## src/rtl/isp_mode_ctrl.sv

```systemverilog
// ---------------------------------------------------------------------------
// isp_mode_ctrl
//
// Lets an operator choose the processing mode of four ISP stages (first,
// second, edge, after-edge) with two push buttons. The rgb_sw switches pick
// the stage that the buttons edit. Edits go into shadow registers and are
// copied to the applied selects only at the start of a frame, so the picture
// never changes mode part-way through a frame. rgb_sw[0] forces every stage
// into bypass (mode 0) without disturbing any stored state.
//
// Ports
//   clk          : single clock, all state on the rising edge
//   reset        : asynchronous, active-high
//   rgb_sw[4:0]  : [0] global bypass, [4:1] stage target (lowest set bit wins)
//   btn[1:0]     : raw asynchronous buttons, [0] up, [1] down
//   x_coor[9:0]  : current pixel column
//   y_coor[8:0]  : current pixel row
//   oe           : display enable for the current pixel
//   sel_first, sel_second, sel_edge, sel_after [2:0] : applied mode per stage
//   active_stage[1:0] : stage currently edited by the buttons
//   stage_valid  : some stage-target switch is on
//   pending      : some shadow select is waiting for the next frame start
// ---------------------------------------------------------------------------
module isp_mode_ctrl #(
    parameter int DB_CYCLES = 50000,
    parameter int NUM_MODES = 5
) (
    input  logic       clk,
    input  logic       reset,
    input  logic [4:0] rgb_sw,
    input  logic [1:0] btn,
    input  logic [9:0] x_coor,
    input  logic [8:0] y_coor,
    input  logic       oe,
    output logic [2:0] sel_first,
    output logic [2:0] sel_second,
    output logic [2:0] sel_edge,
    output logic [2:0] sel_after,
    output logic [1:0] active_stage,
    output logic       stage_valid,
    output logic       pending
);

    typedef enum logic [1:0] {
        STAGE_FIRST  = 2'd0,
        STAGE_SECOND = 2'd1,
        STAGE_EDGE   = 2'd2,
        STAGE_AFTER  = 2'd3
    } stage_e;

    localparam int              CNT_W     = (DB_CYCLES > 1) ? $clog2(DB_CYCLES) : 1;
    localparam logic [CNT_W-1:0] CNT_LAST = CNT_W'(DB_CYCLES - 1);
    localparam logic [2:0]      MODE_LAST = 3'(NUM_MODES - 1);

    // ------------------------------------------------------------------
    // Button synchronizers
    // ------------------------------------------------------------------
    logic [1:0] sync_q1, sync_q2;

    // NOTE: state registers use non-blocking assignments so every flop samples
    // the pre-edge value of its source, regardless of statement order.
    always_ff @(posedge clk or posedge reset) begin
        if (reset) begin
            sync_q1 <= '0;
            sync_q2 <= '0;
        end else begin
            sync_q1 <= btn;
            sync_q2 <= sync_q1;
        end
    end

    // ------------------------------------------------------------------
    // Debounce: the accepted level flips only after DB_CYCLES consecutive
    // samples that disagree with it; any agreeing sample restarts the count.
    // ------------------------------------------------------------------
    logic [CNT_W-1:0] db_cnt [2];
    logic [1:0]       db_level, db_level_d;

    always_ff @(posedge clk or posedge reset) begin
        if (reset) begin
            db_cnt[0]  <= '0;
            db_cnt[1]  <= '0;
            db_level   <= '0;
            db_level_d <= '0;
        end else begin
            for (int i = 0; i < 2; i++) begin
                if (sync_q2[i] != db_level[i]) begin
                    if (db_cnt[i] == CNT_LAST) begin
                        db_level[i] <= sync_q2[i];
                        db_cnt[i]   <= '0;
                    end else begin
                        db_cnt[i] <= db_cnt[i] + 1'b1;
                    end
                end else begin
                    db_cnt[i] <= '0;
                end
            end
            db_level_d <= db_level;
        end
    end

    // One-cycle pulse on each accepted press; simultaneous presses cancel.
    logic [1:0] rise;
    logic       up_pulse, down_pulse;

    assign rise       = db_level & ~db_level_d;
    assign up_pulse   = rise[0] & ~rise[1];
    assign down_pulse = rise[1] & ~rise[0];

    // ------------------------------------------------------------------
    // Stage target: lowest-index switch wins; with no switch on, the last
    // target is remembered and the buttons do nothing.
    // ------------------------------------------------------------------
    stage_e stage_enc, last_stage;

    // NOTE: every signal assigned in always_comb gets a default first, so no
    // path through the block can infer a latch.
    always_comb begin
        stage_enc = STAGE_AFTER;
        if (rgb_sw[1])      stage_enc = STAGE_FIRST;
        else if (rgb_sw[2]) stage_enc = STAGE_SECOND;
        else if (rgb_sw[3]) stage_enc = STAGE_EDGE;
    end

    assign stage_valid = |rgb_sw[4:1];

    always_ff @(posedge clk or posedge reset) begin
        if (reset)            last_stage <= STAGE_FIRST;
        else if (stage_valid) last_stage <= stage_enc;
    end

    assign active_stage = stage_valid ? stage_enc : last_stage;

    // ------------------------------------------------------------------
    // Frame start: rising edge of "first visible pixel".
    // ------------------------------------------------------------------
    logic frame_cond, frame_cond_d, frame_start;

    assign frame_cond  = oe && (x_coor == 10'd0) && (y_coor == 9'd0);
    assign frame_start = frame_cond && !frame_cond_d;

    // ------------------------------------------------------------------
    // Shadow and applied selects. The commit reads the shadow's pre-edge
    // value, so an edit landing in the frame-start cycle waits one frame.
    // ------------------------------------------------------------------
    logic [2:0] shadow  [4];
    logic [2:0] applied [4];

    // NOTE: the select arrays are small register files whose reset value is
    // visible on the outputs, so they are reset explicitly, element by element.
    always_ff @(posedge clk or posedge reset) begin
        if (reset) begin
            frame_cond_d <= 1'b0;
            for (int i = 0; i < 4; i++) begin
                shadow[i]  <= '0;
                applied[i] <= '0;
            end
        end else begin
            frame_cond_d <= frame_cond;
            if (stage_valid && up_pulse) begin
                shadow[active_stage] <= (shadow[active_stage] == MODE_LAST)
                                        ? 3'd0 : shadow[active_stage] + 3'd1;
            end else if (stage_valid && down_pulse) begin
                shadow[active_stage] <= (shadow[active_stage] == 3'd0)
                                        ? MODE_LAST : shadow[active_stage] - 3'd1;
            end
            if (frame_start) begin
                for (int i = 0; i < 4; i++) applied[i] <= shadow[i];
            end
        end
    end

    assign pending = (shadow[0] != applied[0]) || (shadow[1] != applied[1]) ||
                     (shadow[2] != applied[2]) || (shadow[3] != applied[3]);

    // Bypass masks the outputs only; stored selects are untouched.
    assign sel_first  = rgb_sw[0] ? 3'd0 : applied[STAGE_FIRST];
    assign sel_second = rgb_sw[0] ? 3'd0 : applied[STAGE_SECOND];
    assign sel_edge   = rgb_sw[0] ? 3'd0 : applied[STAGE_EDGE];
    assign sel_after  = rgb_sw[0] ? 3'd0 : applied[STAGE_AFTER];

endmodule

```

## config.mk

```make
export PLATFORM = sky130hd
export DESIGN_NAME = isp_mode_ctrl
export DESIGN_NICKNAME = d
export VERILOG_FILES = /design/src/rtl/isp_mode_ctrl.sv
export SDC_FILE = /design/constraint.sdc
export NUM_CORES = 1
export LEC_CHECK = 0
export BUFFER_PORTS_ARGS = -buffer_cell sky130_fd_sc_hd__buf_2
export CORE_MARGIN = 5
export CORE_UTILIZATION = 50
export CTS_CLUSTER_SIZE = 10
export DETAILED_ROUTE_END_ITERATION = 10
export PLACE_DENSITY = 0.82
export SLEW_MARGIN = 20
export SYNTH_ARGS = -nofsm -noshare
export SYNTH_HDL_FRONTEND = slang
export SYNTH_SLANG_ARGS = --single-unit
```

## constraint.sdc

```tcl
create_clock -name clk -period 2.84 [get_ports clk]
set_input_delay 0.426 -clock clk [delete_from_list [all_inputs] [get_ports clk]]
set_output_delay 0.426 -clock clk [all_outputs]
set_load 0.02 [all_outputs]
```

==> results of run 1 <==
==> power by group <==
group,leakage [nW],internal (W),total (W),switching [W]
sequential,0.920,0.000966,0.000977,0.0000109
clock,0.0995,0.000448,0.000791,0.000343
combinational,0.856,0.0000403,0.000113,0.0000724
total,1.88,0.00145,0.00188,0.000427
==> per-stage QoR <==
stage	utilization	worst slack, ns	hold slack, ns	cells	area (um2)
2_1_floorplan	-	0.7269	0.3312	329	3410
3_3_place_gp	0.5568	0.5782	0.3331	451	3741
3_5_place_dp	0.5568	0.5308	0.3379	451	3741
4_1_cts	0.5857	0.7080	0.1757	466	3935
5_1_grt	0.5857	0.5949	0.1731	466	3935
6_report	0.5857	0.6949	0.1698	466	3935
==> synthesized netlist by cell type, types with 5 or more instances <==
master,number,share of area
dfrtp_1,67,0.49
nor2_1,35,0.039
nand2_1,30,0.033
xor2_1,26,0.067
mux2_2,13,0.043
nor2b_1,13,0.024
xnor2_1,13,0.033
nand3_1,12,0.018
nor3_1,11,0.016
o31ai_1,9,0.020
and3_1,8,0.015
a21oi_1,7,0.010
inv_1,7,0.0077
nor4_1,6,0.011
nand4_1,5,0.0092
o21ai_1,5,0.0073
or3_1,5,0.0092
==> cell type report <==
class                   count  share of cell area
clock inverters             2            0.008903
well taps                  80             0.02544
clock buffers              13             0.04038
multi-input cells         248              0.4267
repair buffers             46             0.06296
flip-flops and latches     67              0.4261
inverters                  10            0.009539
==> sequential cells by signal, indices dropped and copies added, names as in the netlist <==
register / flops
frame_cond_d: 1
sync_q2: 2
last_stage: 2
shadow: 12
db_level_d: 2
db_cnt: 32
applied: 12
sync_q1: 2
db_level: 2
==> layout by cell type (no fill, tap or decap), types with 2 or more instances in the layout <==
master    count
nor2_1       35
buf_2        44
nor4_1        6
or3_1         5
nand2_1      30
a211oi_4      2
inv_1         6
and3_1        8
o21a_1        3
clkbuf_1      2
nand3b_1      2
xor2_1       26
inv_2         4
nor2b_1      13
nor3_1       11
mux2_1        2
clkbuf_8     11
and3_4        2
a311oi_1      2
or4_1         4
xnor2_1      13
nor4b_1       4
dfrtp_1      67
nand3_1      12
nand4_1       5
o21ai_0       4
ha_1          2
o21ai_1       5
nand2b_1      4
a21oi_1       7
and2_1        3
mux2_2       13
o31ai_1       9
==> critical path, delay by kind of cell, from the launching register on <==
kind	cells	cell delay, ns
buffers and inverters	1	0.06
DFF	1	0.40
and+or+nand+nor	4	1.12
AOI/OAI and AO/OA	2	0.42
==> cell families after synthesis <==
family	share of synthesized area
AOI/OAI and AO/OA	0.08770
xor gates and xnor gates	0.1002
adders and majority gates	0.007338
buffers and inverters	0.01578
DFF	0.4917
muxes	0.05798
and+or+nand+nor	0.2393
==> per-layer routing <==
metal,routed length (um),part of all wire
met1,2944,0.43
met2,3248,0.47
met3,514,0.075
met4,133,0.019
met5,0,0
==> path summary, 6_finish.rpt <==
check                      cells after the start  slack, ns                    start                     end
max                                            7       0.69  last_stage[1]$_DFF_PP0_   shadow[7]$_DFFE_PP0P_
min                                            2       0.17                    reset    db_cnt[18]$_DFF_PP0_
max reg2reg                                    7       0.69  last_stage[1]$_DFF_PP0_   shadow[7]$_DFFE_PP0P_
min reg2reg                                    0       0.35     sync_q1[0]$_DFF_PP0_    sync_q2[0]$_DFF_PP0_
max in group asynchronous                      3       2.06                    reset  applied[7]$_DFFE_PP0P_
min in group clk                               1       0.18                   btn[0]    sync_q1[0]$_DFF_PP0_
==> flow_metrics.py, run 1 <==
metrics = {
    "worst_setup_path": {
        "start_kind": "register",
        "cp_cell_sequence": "or3_4, nand2_8, inv_2, a211oi_2, nor3_1, nor3_1, o31ai_1",
        "end_kind": "register",
        "crit_fanout": 5,
        "cp_slowest_cell": "nor3_1",
        "critPathMaxStageDelay_ns": 0.46,
        "crit_type": "register to register",
        "path_common_cell": "nor3_1",
        "crit_required_ns": 3.05,
        "cp.arrival_ns": 2.36,
    },
    "finish": {
        "fillers": 575,
        "diodes": 0,
        "multiInputGateArea_um2": 1679,
        "register_area_um2": 1677,
        "area_growth_pct": 15.41,
        "drive_gt1_frac": 0.2383,
        "finalNetCount": 413,
    },
    "clock_network": {
        "cts_hold_buffers": 0,
        "cts_tree": "yes",
        "post_cts_buffers": 0,
        "clkTransAtPathRegs_ns": 0.07,
        "cts_inserted_buffers": 9,
        "cts_sinks": 67,
        "htree_num_levels": 3,
        "insertion_delay_ns": 0.35,
        "post_cts_resized": 0,
        "cts-root-buf": "clkbuf_8",
        "clockBufferDepth": 2,
    },
    "sta": {
        "relSlewSlack": 0.5573,
        "rsz0062_at_grt": "false",
        "min_period_ns": 2.145,
        "max_freq_ghz": 0.4662,
        "drv_slew": 0,
        "finClkSkew_ns": 0.009124,
        "tns_ns": 0,
        "tightest_slew_ns": 0.6631,
        "hold_viol": 0,
        "setup_viol": 0,
        "fin_crit_sh": 0.7553,
    },
    "synth": {
        "seq_area_frac_synth": 0.4917,
        "synth.cell_area_um2": 3410,
        "syn_avg_cell_area_um2": 10.36,
        "yosys_warnings": 0,
        "async_flop_share": 1.000,
        "synth_edf_count": 0,
        "synth.ff_latch_count": 67,
        "synth.distinct_cells": 48,
        "syn_inst": 329,
        "mappedNetlistNets": 360,
        "synth_flop_cell": "dfrtp_1",
    },
    "floorplan": {
        "ios": 45,
        "num_rows": 30,
        "core_um2": 6719,
        "dieArea_um2": 8570,
        "floorplan.die.width_um": 92.58,
        "start_util": 0.5074,
        "die_h_um": 92.58,
    },
    "global_routing": {
        "grt_pass1_wl_um": 11860,
        "grt_use_met1": 0.2116,
        "gr-total-overflow": 0,
        "globalRouteMet3Util": 0.05443,
        "grt_pass1_vias": 2571,
        "grt_usage": 0.1762,
        "antenna_found_initial": 0,
        "grt_max_degree": 37,
        "busiest_layer": "met2",
        "met2_usage": 0.2882,
    },
    "detailed_routing": {
        "vias_per_cell": 5.489,
        "via_count": 2558,
        "drt_iter0_markers": 73,
        "wl_per_cell_um": 14.68,
        "routed_wl_um": 6841,
        "dr.pass1.iters": 4,
        "drc_errors": 0,
        "ant_nets": 0,
    },
    "placement": {
        "place.detailed.hpwl_um": 5177,
        "gp_congestion": 0.8767,
        "portBuffers": 44,
    },
    "status": {
        "status": "complete, no violations",
    },
    "power": {
        "power_w": 0.001881,
        "p_leak_nw": 1.876,
        "max-vdd-ir-drop_mv": 0.3031,
        "power_density_nw_per_um2": 477.9,
    },
    "flow_run": {
        "drv_cap": 0,
    },
    "hold_path": {
        "hold_class": "primary input to async pin",
    },
}
Note: power is estimated with default switching activity, not from simulation.
==> run 2, diff against run 1 <==
--- a/config.mk
+++ b/config.mk
@@ -10,7 +10,7 @@
 export CORE_UTILIZATION = 50
 export CTS_CLUSTER_SIZE = 10
 export DETAILED_ROUTE_END_ITERATION = 10
-export PLACE_DENSITY = 0.82
+export PLACE_DENSITY = 0.84
 export SLEW_MARGIN = 20
 export SYNTH_ARGS = -nofsm -noshare
 export SYNTH_HDL_FRONTEND = slang
==> constraint.sdc (replaced) <==
create_clock -name clk -period 1.85 [get_ports clk]
set_input_delay 0.2775 -clock clk [delete_from_list [all_inputs] [get_ports clk]]
set_output_delay 0.2775 -clock clk [all_outputs]
set_load 0.02 [all_outputs]
==> run 2 against run 1 <==
- the run now ends with negative setup slack left
- cell count up 6.9%
- first-iteration DRC count rose to 2.6 times the previous value
- sequential share of layout area down 3.5 points
- hold slack worse by 0.13 ns
- largest power group unchanged
==> flow_metrics.py, run 2 (same netlist as run 1, synthesis figures left out) <==
metrics = {
    "finish": {
        "final_cell_count_no_fill": 498,
        "diodes": 0,
        "drive_gt1_frac": 0.3110,
        "final_cell_mix": "dfrtp_1 (67), buf_2 (42), nor2_1 (34), nand2_1 (30), buf_4 (30)",
        "finalNetCount": 445,
        "final_common_cell": "dfrtp_1",
        "largest_register": "db_cnt",
        "area_growth_pct": 25.61,
        "largest_register_ffs": 32,
        "reg_top3": "db_cnt: 32 flops, applied: 12 flops, shadow: 12 flops",
        "fillers": 517,
    },
    "power": {
        "power_density_nw_per_um2": 670.2,
        "max-vdd-ir-drop_mv": 0.6378,
        "p_leak_nw": 2.037,
    },
    "floorplan": {
        "start_util": 0.5074,
        "floorplan.die.width_um": 92.58,
        "num_rows": 30,
        "core_um2": 6719,
        "dieArea_um2": 8570,
        "ios": 45,
        "die_h_um": 92.58,
    },
    "sta": {
        "rsz0062_at_grt": "true",
        "fin_ws_ns": -0.1548,
        "tightest_slew_ns": 0.5136,
        "setup_viol": 14,
        "relSlewSlack": 0.6550,
        "finClkSkew_ns": 0.003893,
        "drv_slew": 0,
        "hold_viol": 0,
        "min_period_ns": 2.005,
        "hold_ws_ns": 0.04033,
        "max_freq_ghz": 0.4988,
        "fin_crit_sh": 1.084,
    },
    "status": {
        "violations": "negative setup slack",
        "status": "finished, violations left",
    },
    "worst_setup_path": {
        "crit_fanout": 4,
        "cp_cell_sequence": "nor4b_1, a311oi_2, mux2_4, or3_1, mux2i_4, o31ai_1",
        "critPathMaxStageDelay_ns": 0.40,
        "cp.arrival_ns": 2.22,
        "crit_type": "register to register",
        "end_kind": "register",
        "crit_required_ns": 2.07,
        "cp_slowest_cell": "dfrtp_1",
        "start_kind": "register",
        "crit_path_start": "last_stage[1]$_DFF_PP0_",
        "timing.rr.start": "last_stage[1]$_DFF_PP0_",
    },
    "placement": {
        "place.detailed.hpwl_um": 5454,
        "gp_congestion": 0.9139,
        "dp_cells": 477,
        "portBuffers": 44,
    },
    "detailed_routing": {
        "ant_nets": 0,
        "wl_per_cell_um": 14.79,
        "vias_per_cell": 5.450,
        "routed_wl_um": 7363,
        "drc_errors": 0,
        "dr.pass1.iters": 5,
        "drt_iter0_markers": 189,
        "via_count": 2714,
    },
    "hold_path": {
        "min_from": "btn[0]",
        "hold_class": "primary input to register",
    },
    "clock_network": {
        "insertion_delay_ns": 0.34,
        "htree_num_levels": 3,
        "clkTransAtPathRegs_ns": 0.07,
        "cts_inserted_buffers": 9,
        "cts_sinks": 67,
        "cts-root-buf": "clkbuf_8",
        "clockBufferDepth": 2,
        "cts_tree": "yes",
    },
    "global_routing": {
        "grt_max_degree": 37,
        "grt_pass1_wl_um": 12610,
        "grt_usage": 0.1853,
        "grt_pass1_vias": 2703,
        "antenna_found_initial": 0,
        "gr-total-overflow": 0,
    },
    "flow_run": {
        "drv_cap": 0,
    },
}
run 2: report_power, final:
group	internal, W	switching (W)
clock	0.000610	0.000532
sequential	0.00148	0.0000151
combinational	0.000102	0.000130
run 2: stage by stage:
stage	setup WS, ns	TNS, ns	utilization	power [W]	cell area [um2]
2_1_floorplan	-0.01501	-0.01586	-	0.001637	3451
3_3_place_gp	-0.1966	-2.579	0.5953	0.001737	4000
3_5_place_dp	-0.2683	-3.968	0.5953	0.001745	4000
4_1_cts	-0.1046	-0.7692	0.6304	0.002904	4235
5_1_grt	-0.2720	-2.599	0.6374	0.003006	4283
6_report	-0.1548	-1.187	0.6374	0.002871	4283
run 2: cell type report:
class                   count  area (um2)  share of cell area
clock buffers              10       127.6             0.02980
clock inverters             5       55.05             0.01285
inverters                  10       46.29             0.01081
multi-input cells         248        1749              0.4084
flip-flops and latches     67        1677              0.3915
well taps                  80       100.1             0.02337
repair buffers             78       528.0              0.1233
run 2: worst max-delay path, delay by kind of cell (launching register included):
kind	cells	cell delay (ns)
AND/OR/NAND/NOR	2	0.76
multiplexers	2	0.54
flip-flops	1	0.40
AO/OA/AOI/OAI	2	0.19
run 2: what timing repair did:
| action | CTS | global route |
|---|---|---|
| gates resized for setup | 6 | 5 |
| pin swaps | 7 | 4 |
| hold endpoints to repair | 11 | 0 |
| setup buffers | 3 | 3 |
| gates cloned | 0 | 0 |
| hold buffers | 1 | 0 |
| endpoints found under the setup margin | 14 | 23 |
run 2: layer usage:
| metal | track usage | up-vias | part of all wire | routed length (um) |
|---|---|---|---|---|
| met5 | 0 | - | 0 | 0 |
| met4 | 0.07921 | 0 | 0.023 | 170 |
| met3 | 0.05199 | 15 | 0.068 | 504 |
| met2 | 0.2985 | 88 | 0.48 | 3536 |
| met1 | 0.2333 | 1297 | 0.43 | 3151 |
| li1 | - | 1314 | - | - |
run 2: final timing paths:
path | endpoint | depth (start not counted) | slack [ns]
max | shadow[5]$_DFFE_PP0P_ | 6 | -0.15
min | sync_q1[0]$_DFF_PP0_ | 1 | 0.04
max reg2reg | shadow[5]$_DFFE_PP0P_ | 6 | -0.15
min reg2reg | sync_q2[1]$_DFF_PP0_ | 0 | 0.36
max in group asynchronous | shadow[6]$_DFFE_PP0P_ | 4 | 0.85
min in group asynchronous | db_cnt[11]$_DFF_PP0_ | 3 | 0.44
==> run 3, diff against run 2 <==
--- a/config.mk
+++ b/config.mk
@@ -10,7 +10,7 @@
 export CORE_UTILIZATION = 50
 export CTS_CLUSTER_SIZE = 10
 export DETAILED_ROUTE_END_ITERATION = 10
-export PLACE_DENSITY = 0.84
+export PLACE_DENSITY = 0.82
 export SLEW_MARGIN = 20
 export SYNTH_ARGS = -nofsm -noshare
 export SYNTH_HDL_FRONTEND = slang
==> constraint.sdc (replaced) <==
create_clock -name clk -period 2.1 [get_ports clk]
set_input_delay 0.315 -clock clk [delete_from_list [all_inputs] [get_ports clk]]
set_output_delay 0.315 -clock clk [all_outputs]
set_load 0.02 [all_outputs]
==> run 3 against run 2 <==
- the flow now finishes without violations
- sequential power down 12%
- register-to-register slack improved by 0.22 ns
- largest cell class unchanged
- core utilization decreased by 3.6 points
- sequential share of layout area rose by 2.4 points
- setup slack improved by 0.22 ns
- global-route usage fell by 1.1 points
- wire length shrank 6.9%
- hold slack lost 0.018 ns
- clock skew rose by 0.0044 ns
- cell count is 4.8% lower
==> flow_metrics.py, run 3 (same netlist as run 1, synthesis figures left out) <==
metrics = {
    "finish": {
        "drive_gt1_frac": 0.2716,
        "final_util": 0.6013,
        "register_area_um2": 1677,
        "final_cell_mix": "dfrtp_1 (67), buf_2 (44), nor2_1 (35), nand2_1 (30), xor2_1 (26)",
        "final_common_cell": "dfrtp_1",
        "largest_register_ffs": 32,
        "finalNetCount": 420,
        "fillers": 552,
        "area_growth_pct": 18.50,
        "largest_register": "db_cnt",
        "reg_top3": "db_cnt: 32 flops, applied: 12 flops, shadow: 12 flops",
        "stdcell_area_um2": 4040,
        "multiInputGateArea_um2": 1709,
        "diodes": 0,
    },
    "detailed_routing": {
        "dr.pass1.iters": 4,
        "vias_per_cell": 5.504,
        "wl_per_cell_um": 14.46,
        "ant_nets": 0,
        "routed_wl_um": 6854,
        "drc_errors": 0,
        "drt_iter0_markers": 164,
        "via_count": 2609,
    },
    "floorplan": {
        "num_rows": 30,
        "die_h_um": 92.58,
        "dieArea_um2": 8570,
        "core_um2": 6719,
        "ios": 45,
        "floorplan.die.width_um": 92.58,
        "start_util": 0.5074,
    },
    "clock_network": {
        "clkTransAtPathRegs_ns": 0.08,
        "cts_tree": "yes",
        "cts-root-buf": "clkbuf_8",
        "cts_sinks": 67,
        "htree_num_levels": 3,
        "insertion_delay_ns": 0.34,
        "clockBufferDepth": 2,
        "cts_inserted_buffers": 9,
        "cts_hold_buffers": 0,
    },
    "global_routing": {
        "grt_pass1_vias": 2603,
        "grt_usage": 0.1739,
        "grt_max_degree": 68,
        "antenna_found_initial": 0,
        "gr-total-overflow": 0,
        "grt_pass1_wl_um": 11850,
    },
    "worst_setup_path": {
        "timing.rr.start": "last_stage[1]$_DFF_PP0_",
        "crit_required_ns": 2.35,
        "critPathMaxStageDelay_ns": 0.51,
        "end_kind": "register",
        "timing.rr.end": "shadow[2]$_DFFE_PP0P_",
        "cp_top_family": "simple AND/OR/NAND/NOR gates",
        "start_kind": "register",
        "r2r_slack_ns": 0.06,
        "cp.arrival_ns": 2.29,
        "critPathBufInv": 0,
        "ff2ff_path_depth": 6,
        "crit_path_start": "last_stage[1]$_DFF_PP0_",
        "crit_type": "register to register",
        "worstSetupEndpoint": "shadow[2]$_DFFE_PP0P_",
        "cp_slowest_cell": "or4_1",
        "worst-path-stages": 6,
        "cp_cell_sequence": "or3_4, nand2_8, nor2_2, or4_1, o211a_1, o31ai_1",
        "crit_fanout": 5,
    },
    "power": {
        "max-vdd-ir-drop_mv": 0.5064,
        "p_leak_nw": 1.917,
        "power_density_nw_per_um2": 653.3,
    },
    "sta": {
        "fin_ws_ns": 0.06112,
        "tns_ns": 0,
        "max_freq_ghz": 0.4905,
        "setup_viol": 0,
        "finClkSkew_ns": 0.008298,
        "hold_ws_ns": 0.02262,
        "hold_viol": 0,
        "drv_slew": 0,
        "relSlewSlack": 0.6640,
        "fin_crit_sh": 0.9709,
        "min_period_ns": 2.039,
        "tightest_slew_ns": 0.5028,
        "rsz0062_at_grt": "true",
    },
    "placement": {
        "pre_cts_slack_ns": -0.04887,
        "portBuffers": 44,
        "place.detailed.hpwl_um": 5035,
        "gp_congestion": 0.8457,
        "place_area_um2": 3786,
    },
    "flow_run": {
        "drv_cap": 0,
    },
    "status": {
        "status": "complete, no violations",
    },
    "hold_path": {
        "hold_class": "primary input to async pin",
    },
}
[run 3: cell types whose count changed in the layout (fill, tap and decap cells not counted), sizes merged]
cell	previous run	this run
buf	77	53
bufinv	1	2
dlygate4sd3	1	0
inv	9	10
clkbuf	10	9
[run 3: metal layers]
metal,wire length [um],GRT usage
met1,3031,0.2115
met2,3291,0.2870
met3,404,0.04630
met4,126,0.08168
met5,0,0
[run 3: tightest hold or removal path: cells and delay by family]
family / cells / cell delay (ns)
buffers and inverters: 3 / 0.45
[run 3: what timing repair did]
action / 4_1_cts / 5_1_grt
setup buffers: 1 / 0
gates resized for setup: 0 / 6
setup endpoints to repair: 1 / 13
pin swaps: 1 / 3
[run 3: worst min-delay path by stage]
stage                         startpoint              endpoint  slack [ns]  cells after the start
detailed placement  sync_q1[0]$_DFF_PP0_  sync_q2[0]$_DFF_PP0_        0.33                      0
global placement    sync_q1[1]$_DFF_PP0_  sync_q2[1]$_DFF_PP0_        0.33                      0
floorplan           sync_q1[0]$_DFF_PP0_  sync_q2[0]$_DFF_PP0_        0.33                      0
finish                             reset  sync_q1[0]$_DFF_PP0_        0.02                      3
global route                       reset   db_cnt[6]$_DFF_PP0_        0.06                      3
CTS                                reset  db_cnt[23]$_DFF_PP0_        0.04                      3
[run 3: final cells by class]
| class | instances | area share |
|---|---|---|
| Clock inverter | 7 | 0.02292 |
| Timing Repair Buffer | 53 | 0.07433 |
| Clock buffer | 9 | 0.03066 |
| Sequential cell | 67 | 0.4150 |
| Tap cell | 80 | 0.02478 |
| Multi-Input combinational cell | 248 | 0.4230 |
| Inverter | 10 | 0.009291 |
[run 3: report_power, final]
group / leakage [nW] / total (W) / internal [W] / switching, W
registers: 0.920 / 0.00132 / 0.00131 / 0.0000149
logic: 0.896 / 0.000170 / 0.0000662 / 0.000104
clock network: 0.101 / 0.00115 / 0.000663 / 0.000486
[run 3: metrics by stage]
stage,power [W],std cells
3_3_place_gp,0.001502,457
4_1_cts,0.002666,474
5_1_grt,0.002755,474
6_report,0.002639,474
2_1_floorplan,0.001435,329
3_5_place_dp,0.001508,457
